===== src/rtl/lsu_pkg.sv =====
// Shared types for the load/store unit: size codes, FSM states, alignment check.
// Imported by lsu_lane and dmem_lsu.
package lsu_pkg;

  localparam logic [1:0] SZ_BYTE = 2'b00;
  localparam logic [1:0] SZ_HALF = 2'b01;
  localparam logic [1:0] SZ_WORD = 2'b10;
  localparam logic [1:0] SZ_RSVD = 2'b11;

  typedef enum logic [2:0] {
    ST_IDLE,
    ST_ISSUE,
    ST_WAIT,
    ST_WRITE,
    ST_DONE
  } lsu_state_t;

  // Misaligned half/word or reserved size: answered with an error, no memory access.
  function automatic logic lsu_bad(input logic [1:0] size,
                                   input logic [1:0] lo);
    return (size == SZ_RSVD)
         | ((size == SZ_HALF) & lo[0])
         | ((size == SZ_WORD) & (|lo));
  endfunction

endpackage


===== src/rtl/lsu_lane.sv =====
// Lane extract/extend for loads and lane merge for sub-word stores (little-endian).
// Ports: size, sext, lo (addr[1:0]), word (read), wdata -> ext (load), merged (store).
module lsu_lane
  import lsu_pkg::*;
(
  input  logic [1:0]  size,
  input  logic        sext,
  input  logic [1:0]  lo,
  input  logic [31:0] word,
  input  logic [31:0] wdata,
  output logic [31:0] ext,
  output logic [31:0] merged
);

  logic [4:0]  bsh;
  logic [7:0]  b;
  logic [15:0] h;

  assign bsh = {lo, 3'b000};

  always_comb begin
    b      = word[bsh +: 8];
    h      = lo[1] ? word[31:16] : word[15:0];
    ext    = word;
    merged = wdata;
    unique case (size)
      SZ_BYTE: begin
        ext = {{24{sext & b[7]}}, b};
        merged = word;
        merged[bsh +: 8] = wdata[7:0];
      end
      SZ_HALF: begin
        ext = {{16{sext & h[15]}}, h};
        merged = word;
        if (lo[1]) merged[31:16] = wdata[15:0];
        else       merged[15:0]  = wdata[15:0];
      end
      default: begin
        ext    = word;
        merged = wdata;
      end
    endcase
  end

endmodule


===== src/rtl/dmem_lsu.sv =====
// Load/store initiator to a word-wide memory with one-cycle registered read.
// Ports: req_* (request in), resp_* (one-cycle response), mem_* (memory port).
module dmem_lsu
  import lsu_pkg::*;
#(
  parameter int ADDR_W = 8,
  parameter int DATA_W = 32
) (
  input  logic              clk,
  input  logic              rst_n,
  input  logic              req_valid,
  output logic              req_ready,
  input  logic              req_we,
  input  logic [1:0]        req_size,
  input  logic              req_signed,
  input  logic [31:0]       req_addr,
  input  logic [DATA_W-1:0] req_wdata,
  output logic              resp_valid,
  output logic [DATA_W-1:0] resp_rdata,
  output logic              resp_err,
  output logic              mem_we,
  output logic [ADDR_W-1:0] mem_a,
  output logic [DATA_W-1:0] mem_wd,
  input  logic [DATA_W-1:0] mem_rd
);

  lsu_state_t        state_q, state_d;
  logic              we_q, we_d;
  logic [1:0]        size_q, size_d;
  logic              sgn_q, sgn_d;
  logic [ADDR_W-1:0] addr_q, addr_d;
  logic [31:0]       wdata_q, wdata_d;
  logic [31:0]       rdata_q, rdata_d;
  logic [31:0]       merge_q, merge_d;
  logic              err_q, err_d;

  logic              acc;
  logic              bad;
  logic              wstore;
  logic [31:0]       ext;
  logic [31:0]       merged;
  logic              unused_hi;

  // Upper address bits alias onto the same memory.
  assign unused_hi = ^req_addr[31:ADDR_W];

  assign acc    = req_valid & (state_q == ST_IDLE);
  assign bad    = lsu_bad(req_size, req_addr[1:0]);
  assign wstore = we_q & (size_q == SZ_WORD);

  lsu_lane u_lane (
    .size   (size_q),
    .sext   (sgn_q),
    .lo     (addr_q[1:0]),
    .word   (mem_rd),
    .wdata  (wdata_q),
    .ext    (ext),
    .merged (merged)
  );

  always_ff @(posedge clk or negedge rst_n) begin
    if (!rst_n) begin
      state_q <= ST_IDLE;
      we_q    <= 1'b0;
      size_q  <= SZ_BYTE;
      sgn_q   <= 1'b0;
      addr_q  <= '0;
      wdata_q <= '0;
      rdata_q <= '0;
      merge_q <= '0;
      err_q   <= 1'b0;
    end else begin
      state_q <= state_d;
      we_q    <= we_d;
      size_q  <= size_d;
      sgn_q   <= sgn_d;
      addr_q  <= addr_d;
      wdata_q <= wdata_d;
      rdata_q <= rdata_d;
      merge_q <= merge_d;
      err_q   <= err_d;
    end
  end

  always_comb begin
    state_d = state_q;
    unique case (state_q)
      ST_IDLE:  if (acc) state_d = bad ? ST_DONE : ST_ISSUE;
      ST_ISSUE: state_d = wstore ? ST_DONE : ST_WAIT;
      ST_WAIT:  state_d = we_q ? ST_WRITE : ST_DONE;
      ST_WRITE: state_d = ST_DONE;
      ST_DONE:  state_d = ST_IDLE;
      default:  state_d = ST_IDLE;
    endcase
  end

  always_comb begin
    we_d    = we_q;
    size_d  = size_q;
    sgn_d   = sgn_q;
    addr_d  = addr_q;
    wdata_d = wdata_q;
    rdata_d = rdata_q;
    merge_d = merge_q;
    err_d   = err_q;
    if (acc) begin
      we_d    = req_we;
      size_d  = req_size;
      sgn_d   = req_signed;
      addr_d  = req_addr[ADDR_W-1:0];
      wdata_d = req_wdata;
      rdata_d = '0;
      err_d   = bad;
    end
    if (state_q == ST_WAIT) begin
      if (we_q) merge_d = merged;
      else      rdata_d = ext;
    end
  end

  always_comb begin
    req_ready  = (state_q == ST_IDLE);
    resp_valid = (state_q == ST_DONE);
    resp_err   = (state_q == ST_DONE) & err_q;
    resp_rdata = (state_q == ST_DONE) ? rdata_q : '0;
    mem_we     = 1'b0;
    mem_a      = '0;
    mem_wd     = '0;
    unique case (state_q)
      ST_ISSUE: begin
        mem_a  = {addr_q[ADDR_W-1:2], 2'b00};
        mem_we = wstore;
        mem_wd = wstore ? wdata_q : '0;
      end
      ST_WAIT: begin
        mem_a = {addr_q[ADDR_W-1:2], 2'b00};
      end
      ST_WRITE: begin
        mem_a  = {addr_q[ADDR_W-1:2], 2'b00};
        mem_we = 1'b1;
        mem_wd = merge_q;
      end
      default: begin
        mem_we = 1'b0;
      end
    endcase
  end

endmodule


===== config.mk =====
export PLATFORM = sky130hd
export DESIGN_NAME = dmem_lsu
export DESIGN_NICKNAME = d
export VERILOG_FILES = /design/src/rtl/lsu_pkg.sv /design/src/rtl/lsu_lane.sv /design/src/rtl/dmem_lsu.sv
export SDC_FILE = /design/constraint.sdc
export NUM_CORES = 1
export LEC_CHECK = 0
export ABC_AREA = 1
export BUFFER_PORTS_ARGS = -buffer_cell sky130_fd_sc_hd__buf_4
export CORE_MARGIN = 2
export CORE_UTILIZATION = 45
export CTS_CLUSTER_DIAMETER = 120
export DETAILED_ROUTE_END_ITERATION = 8
export PLACE_DENSITY_LB_ADDON = 0.2
export SLEW_MARGIN = 20
export SYNTH_ARGS = -nofsm -noshare
export SYNTH_HDL_FRONTEND = slang
export SYNTH_SLANG_ARGS = --single-unit

===== constraint.sdc =====
create_clock -name clk -period 1.7 [get_ports clk]
set_input_delay 0 -clock clk [delete_from_list [all_inputs] [get_ports clk]]
set_output_delay 0 -clock clk [all_outputs]
set_load 0.03 [all_outputs]

* Yosys cells after proc, flatten, opt, wreduce, memory -nomap -nowiden
Cells that the tools add are included.
Storage, ports and cells: bits in registers 112, logic and storage cells 56, output and inout port bits 76, input bits 103
Operators by class: reductions and logical operators 5, shift operators 3, bitwise gates (word level) 9, mux-type cells 19, add/sub/neg operators 1, eq/ne operators 10
Operators by type and width (number):
- $pmux W32 S2 | 3
- $mux W32 | 5
- $mux W16 | 3
- $bwmux W32 | 1
- $shift A8 B7 Y32 const A | 1
- $shiftx A32 B6 Y8 | 1
- $shiftx A8 B7 Y32 | 1
- $mux W3 | 4
- $pmux W3 S4 | 1
- $mux W8 | 1
- $and A1 B1 Y1 | 7
- $neg A5 Y7 | 1
- $eq A2 B2 Y1 const B | 3
- $eq A3 B2 Y1 const B | 2
- $eq A2 B1 Y1 const B | 2
- $eq A3 B1 Y1 const B | 1
- $eq A3 B3 Y1 const B | 1
- $logic_not A3 Y1 | 1
- $reduce_or A3 Y1 | 1
- $logic_not A2 Y1 | 1
- $ne A2 B1 Y1 const B | 1
- $or A1 B1 Y1 | 2
- $pmux W1 S2 | 1
- $reduce_and A2 Y1 | 1
- $reduce_or A2 Y1 | 1

* Depth between registers and ports, before layout
Gate-level depths: netlist of run 1.
depth after elaboration 7, gate-level depth with buffers 11, gate-level depth less buffers 9

* Modules after synthesis
From an unflattened synthesis of run 1, not the netlist that was laid out.
Second synthesis, totals: cell total of the unflattened synthesis 1093, area total of the unflattened synthesis 7083.0 µm²
Modules (own cells, without submodules):
- dmem_lsu | area an instance 5277.6 µm², seq. area each 2802.7 µm², instances 1, cells an instance 692
- lsu_lane | area an instance 1805.5 µm², seq. area each 0.0 µm², instances 1, cells an instance 401

* Worst setup path after synthesis of run 1
No wires, ideal clock.
kind register to register, start register addr_q[1], end register merge_q[27], data arrival time 1.722 ns, cell stages (with the launch flop) 12, buffers on the path 4, setup time 0.121 ns, clock period less this slack 1.843 ns, data required time 1.579 ns, slack -0.143 ns, path through dfrtp_1 -> buf_2 -> inv_2 -> buf_2 -> ha_1 -> clkbuf_1 -> inv_1 -> buf_2 -> nand3_1 -> o22ai_1 -> nand2_1 -> a21boi_1
Between the ends: word-level cells in the longest chain between the ends 4, elaborated cells between the ends (all ways) 6, those cells by class 1 x add/sub; 2 x shift; 3 x mux
RTL lines:
- start: declaration | line dmem_lsu.sv:31 | logic [ADDR_W-1:0] addr_q, addr_d;
- start signal: assignment | line dmem_lsu.sv:77 | addr_q <= addr_d;
- $neg A5 Y7 | line lsu_lane.sv:30 | merged[bsh +: 8] = wdata[7:0];
- $shiftx A8 B7 Y32 / $shift A8 B7 Y32 (equally long branches) | line lsu_lane.sv:30
- $bwmux W32 | line lsu_lane.sv:30
- $pmux W32 S2 * | line lsu_lane.sv:26 | unique case (size)
- end signal: assignment | line dmem_lsu.sv:80 | merge_q <= merge_d;
- end: declaration | line dmem_lsu.sv:34 | logic [31:0] merge_q, merge_d;
Mark *: on every way between the ends. The rest lies on a longest branch, timed or not. A chain may end at the register's enable or synchronous reset.

* Worst setup path in the final report of run 1
start register state_q[1], end output mem_wd[19]
Between the ends: word-level cells in the longest chain between the ends 2, elaborated cells between the ends (all ways) 3, those cells by class 2 x eq/ne; 1 x mux
RTL lines:
- start: declaration | line dmem_lsu.sv:27 | lsu_state_t state_q, state_d;
- start signal: assignment | line dmem_lsu.sv:73 | state_q <= state_d;
- $eq A3 B2 Y1 / $eq A3 B1 Y1 (equally long branches) | line dmem_lsu.sv:129 | unique case (state_q)
- $pmux W32 S2 * | line dmem_lsu.sv:129
- end: declaration | line dmem_lsu.sv:23 | output logic [DATA_W-1:0] mem_wd,
Marked as above.

==> results of run 1 <==
-- registers in the layout (all words and copies together), names as in the netlist --
| signal | cells |
|---|---|
| addr_q | 8 |
| err_q | 1 |
| merge_q | 32 |
| rdata_q | 32 |
| sgn_q | 1 |
| size_q | 2 |
| state_q | 3 |
| wdata_q | 32 |
| we_q | 1 |
-- power groups by stage --
stage	Sequential, µW	Combinational [µW]	Clock (µW)
CTS	4700	8720	2290
floorplan	4450	5970	0
global placement	4740	8150	0
finish	4750	9160	2260
global route	4850	10200	2380
detailed placement	4770	8250	0
-- per-layer routing --
layer | global-route usage [%] | routed length [µm]
met4 | 9.07 | 592
met1 | 41.0 | 11100
met5 | 0 | 0
met3 | 3.50 | 1430
met2 | 45.7 | 11200
-- Yosys cell counts (all sizes together), types with 3 or more instances --
master / count / area, µm²
dfrtp: 112 / 2800
clkbuf: 23 / 86.3
o21ai: 105 / 526
o22ai: 24 / 150
nand2: 363 / 1380
nand3: 45 / 235
o31ai: 7 / 52.6
nor3: 3 / 20.0
a21oi: 77 / 385
inv: 151 / 572
nand4: 17 / 106
buf: 45 / 238
a21boi: 28 / 210
nor2: 84 / 362
ha: 5 / 62.6
-- cell type report --
type	instances	share of cell area, %
clock buffers	12	2.73
clock inverters	4	0.525
inverters	152	5.94
multi-input cells	761	37.0
flip-flops and latches	112	28.7
well taps	216	2.77
repair buffers	249	22.3
-- path summary, 6_finish.rpt --
path	startpoint	end	depth (start not counted)
worst max-delay path	state_q[1]$_DFFE_PN0P_	mem_wd[19]	6
worst min-delay path	mem_rd[23]	rdata_q[23]$_DFF_PN0_	3
worst max register to register	addr_q[1]$_DFFE_PN0P_	merge_q[2]$_DFFE_PN0P_	8
worst min register to register	err_q$_DFFE_PN0P_	err_q$_DFFE_PN0P_	2
max in group asynchronous	rst_n	rdata_q[28]$_DFF_PN0_	3
min in group asynchronous	rst_n	addr_q[5]$_DFFE_PN0P_	2
-- per-stage QoR --
step | hold WS, ns | TNS, ns | utilization [%] | instances
final | 0.00839 | -0.0103 | 62.0 | 1506
after global routing | 0.0174 | -1.13 | 62.0 | 1506
after CTS | 0.00360 | 0 | 60.9 | 1499
after detailed placement | 0.00811 | 0 | 54.9 | 1426
after global placement | 0.00882 | 0 | 54.9 | 1426
after floorplan | -0.296 | 0 | - | 1093
-- repair_timing --
action / 4_1_cts / 5_1_grt
gates resized for setup: 22 / 47
endpoints found under the hold margin: 85 / 0
endpoints found under the setup margin: 65 / 125
pin swaps: 3 / 5
hold buffers: 49 / 0
setup buffers: 6 / 6
gates cloned: 2 / 1
-- cells by family after synthesis --
kind of cell | synth area share [%]
flip-flops | 38.9
AO/OA/AOI/OAI | 18.4
buffers and inverters | 12.5
adder cells (fa/ha/maj) | 0.869
other | 0.0521
AND/OR/NAND/NOR | 29.3
-- critical path: stages, from the launching register on --
cell	delay, ns
dfrtp_2	0.45
nor3_4	0.21
buf_6	0.15
buf_12	0.14
nand3_1	0.08
o21ai_1	0.12
buf_4	0.19
==> results.md, run 1 <==
* CP Class: reg -> out
* Clk root buf: clkbuf_16
* Synth async-reset ratio at between 90% and 100%
* Initial antenna violation count at 0
* Netlist cell types at 32
* Maximum fanout along the worst path at 11
* Outcome: finished, violations left
* Largest net degree at the start of global routing at 57
* F_max at between 0.5 and 0.6 GHz
* FF/Latch Area at between 2000 and 3000 µm²
* Unrepaired setup endpoints after global routing: true
* Cell Area, Synth at roughly 7000 µm²
* Psw at 7680 µW
* Leak Pwr at between 0.004 and 0.005 µW
* Post-route DRC violation count at 0
* Sw Share at a little under half
* Mean Syn Cell Area at 6.59 µm²
* Clk slew on worst S/H paths at about 0.07 ns
* Vias per cell at 5.17
* DIE HEIGHT at roughly 130 µm
* Number of synthesized flops with an enable pin at 0
* Yosys reg bits at between 100 and 150
* Fill count at between 1,000 and 1,500
* Hold Crit Class: in -> reg
* ANT cells at 0
* Final Cycle Share at 101%
* # nets final at approximately 1,400
* Chip width at 130 µm
* # Max-Cap Violations at 0
* CP arrival at roughly 1.7 ns
* Gpl congestion at about 0.94
* Highest-count cells in the layout ignoring fill and taps: nand2_1, buf_4, inv_1
* Failing checks: setup timing
* Worst path required time at 1.70 ns
* IO buf count at about 150
* Pre-CTS WS at 0.0743 ns
* Min cycle time layout at about 1.7 ns
* Most common cell after layout, fill and taps aside: nand2_1
* Hold Fails Final Rpt at 0
* Register-to-register setup slack at approximately 0.08 ns
* Ys flop type: dfrtp_1
* Cell-internal power at approximately 8500 µW
* Worst slew margin at 65.2%
* Gate power share at between 50 and 60%
* Via count of the routed design at between 7,000 and 8,000
* Drt wl/cell at 16.2 µm
* Area taken by multi-input logic gates at 3610 µm²
* Final setup fails at 2
* Syn. warnings at 0
* Initial Util at 45.6%
* Final Instance Area at a little under 10,000 µm²
* Routed Antenna Nets at 0
* Num CTS Buffers at 9
* Worst-skew pair later-pin latency at between 0.3 and 0.4 ns
* CP startpoint kind: flip-flop
* Clk sinks at about 110
* Post-Syn Instances at approximately 1,100
* Clock Power Share at approximately 14%
* Pwr Total at approximately 16,000 µW
* Final worst slack at -0.00966 ns
* Drt pass-1 iters at 5
* Worst clock skew at approximately 0.0073 ns
* Vias in the first global route at between 7,000 and 8,000
* Final wirelength at around 24 mm
* Initial DRC Count at between 500 and 600
* CTS tree: done
* Post-DP Area at slightly below 9000 µm²
* Reg power frac at 29.4%
* Site row count at 46
* Bufs on Longest Clock Path at 2
* Layout cell share with drive strength beyond 1 at about a fifth
* Sequential area share after synthesis at between 30% and 40%
* Tightest Pin Transition at roughly 0.52 ns
* First-pass GRT wire length at ~38 mm
* Top Ports at 179
* Area Overhead vs Synth at 35.8%
* Pwr Density at 1650 nW/µm²
* VDD IR-drop max at between 0.6 and 0.7 mV
* Htree depth at 3
* Detailed placer's ending HPWL at ~17 mm
* Core Footprint at 15,800 µm²
* Critical Path End Type: output port
* Die footprint at between 15,000 and 20,000 µm²
* GRT Util Overall at 28.6%
* Pins Over Slew Limit at 0
* Remaining Overflow, GRT at 0
(Power assumes the default switching activity.)
==> run 2: changes to the inputs <==
--- a/config.mk
+++ b/config.mk
@@ -11,7 +11,7 @@
 export CORE_UTILIZATION = 45
 export CTS_CLUSTER_DIAMETER = 120
 export DETAILED_ROUTE_END_ITERATION = 8
-export PLACE_DENSITY_LB_ADDON = 0.2
+export PLACE_DENSITY = 0.7
 export SLEW_MARGIN = 20
 export SYNTH_ARGS = -nofsm -noshare
 export SYNTH_HDL_FRONTEND = slang
==> results.md, run 2 (synthesis results as in run 1) <==
* Critical Path Sink: mem_wd[10]
* Worst clock skew at approximately 0.0094 ns
* F_max at around 0.57 GHz
* Top Ports at between 150 and 200
* Clk slew on worst S/H paths at ~0.07 ns
* CTS tree: done
* Drt pass-1 iters at 6
* Htree depth at 3
* Initial Util at a little under half
* Largest net degree at the start of global routing at 59
* CP Class: reg -> out
* Bufs on Longest Clock Path at 2
* VDD IR-drop max at 0.858 mV
* Register-to-register setup slack at 0.11 ns
* Failing checks: setup timing
* # nets final at 1,408
* Worst hold slack at 0.0190 ns
* Clock Power Share at 13.6%
* Drt wl/cell at about 17 µm
* Pwr Total at between 15,000 and 20,000 µW
* # Max-Cap Violations at 0
* Reg power frac at between 20 and 30%
* Core Footprint at 15,800 µm²
* Min cycle time layout at between 1.5 and 2 ns
* Maximum fanout along the worst path at 13
* Initial antenna violation count at 0
* Pre-CTS WS at ~0.033 ns
* Psw at between 8000 and 9000 µW
* Hold Fails Final Rpt at 0
* Outcome: finished, violations left
* GRT Util Overall at between 20% and 30%
* Worst-skew pair later-pin latency at around 0.37 ns
* DIE HEIGHT at approximately 130 µm
* Initial DRC Count at 736
* Layout cell share with drive strength beyond 1 at roughly a quarter
* Sw Share at a little under half
* Worst path required time at approximately 1.7 ns
* TNS Setup at -0.266 ns
* Critical Path End Type: output port
* Final setup fails at 20
* Gate power share at between 50% and 60%
* Regs by FF count: merge_q: 32 flops, rdata_q: 32 flops, wdata_q: 32 flops
* Final Cycle Share at 102%
* IO buf count at about 150
* Post-DP Area at between 8000 and 9000 µm²
* Unrepaired setup endpoints after global routing: true
* Via count of the routed design at 8,048
* R2r endpoint: merge_q[7]$_DFFE_PN0P_
* Clk root buf: clkbuf_16
* Gpl congestion at around 0.9
* Hold Crit Class: in -> reg
* Die footprint at 17,000 µm²
* Chip width at between 100 and 150 µm
* CP startpoint kind: flip-flop
* Remaining Overflow, GRT at 0
* Num CTS Buffers at 9
* Site row count at 46
* Routed Antenna Nets at 0
* Cell-internal power at a little under 9000 µW
* Leak Pwr at ~0.0052 µW
* Final worst slack at -0.0393 ns
* Pins Over Slew Limit at 0
* ANT cells at 0
* Cells on worst reg2reg path at 8
* Clk sinks at roughly 110
* Highest-count cells in the layout ignoring fill and taps: nand2_1, buf_4, inv_1
* First-pass GRT wire length at between 30 and 40 mm
* Pwr Density at approximately 1700 nW/µm²
* Final Instance Area at a little over 10,000 µm²
* Most common cell after layout, fill and taps aside: nand2_1
* Vias per cell at 5.29
* Vias in the first global route at around 7,300
* Detailed placer's ending HPWL at approximately 17 mm
* CP arrival at ~1.7 ns
* Area Overhead vs Synth at 43.5%
* CP startpoint: state_q[1]$_DFFE_PN0P_
* RR Startpoint: state_q[0]$_DFFE_PN0P_
* Final wirelength at 26.0 mm
* Post-route DRC violation count at 0
==> run 2: what timing repair did <==
item / 4_1_cts / 5_1_grt
gates resized for setup: 43 / 118
buffers inserted: 8 / 10
gates cloned: 2 / 5
endpoints found under the hold margin: 82 / 0
hold buffers: 52 / 0
pin swaps: 2 / 7
endpoints found under the setup margin: 65 / 117
==> run 2: power groups by stage <==
stage               sequential [µW]  clock, µW  combinational (µW)
finish                         4800       2330                9970
global route                   4890       2470               10900
CTS                            4730       2360                8820
detailed placement             4790          0                8290
global placement               4750          0                8180
floorplan                      4450          0                5970
==> run 2: worst min-delay path by stage <==
stage               start                      to  slack, ns  cells after the start
6_report       mem_rd[25]   rdata_q[25]$_DFF_PN0_       0.02                      3
5_1_grt        mem_rd[20]   rdata_q[20]$_DFF_PN0_       0.02                      3
4_1_cts        mem_rd[25]   rdata_q[25]$_DFF_PN0_      0.001                      3
3_5_place_dp        rst_n  merge_q[0]$_DFFE_PN0P_    -0.0005                      1
3_3_place_gp        rst_n  wdata_q[3]$_DFFE_PN0P_     -0.007                      1
2_1_floorplan       rst_n   addr_q[0]$_DFFE_PN0P_      -0.30                      0
==> run 2: routing by layer <==
metal,up-vias,wire [µm],track usage [%]
met3,53,1850,5.21
met4,0,809,11.8
li1,3855,-,-
met1,3775,11100,39.4
met2,365,12200,46.6
met5,-,0,0
==> run 2: metrics by stage <==
step / util, % / instances
after global routing: 65.5 / 1521
after CTS: 61.6 / 1507
final: 65.5 / 1521
after floorplan: - / 1093
after detailed placement: 55.1 / 1429
after global placement: 55.1 / 1429
==> run 2: final cells by class <==
cell class,instances,area (µm²)
Fill cell,1407,5440
Multi-Input combinational cell,761,3840
Sequential cell,112,2810
Timing Repair Buffer,264,2510
Inverter,152,586
Tap cell,216,270
Clock buffer,10,229
Clock inverter,6,83.8
==> run 2: critical path, stage by stage, from the launching register on <==
cell	delay, ns
dfrtp_2	0.45
nor3_4	0.22
buf_12	0.15
nand2_2	0.07
buf_12	0.17
o22ai_2	0.14
buf_6	0.16
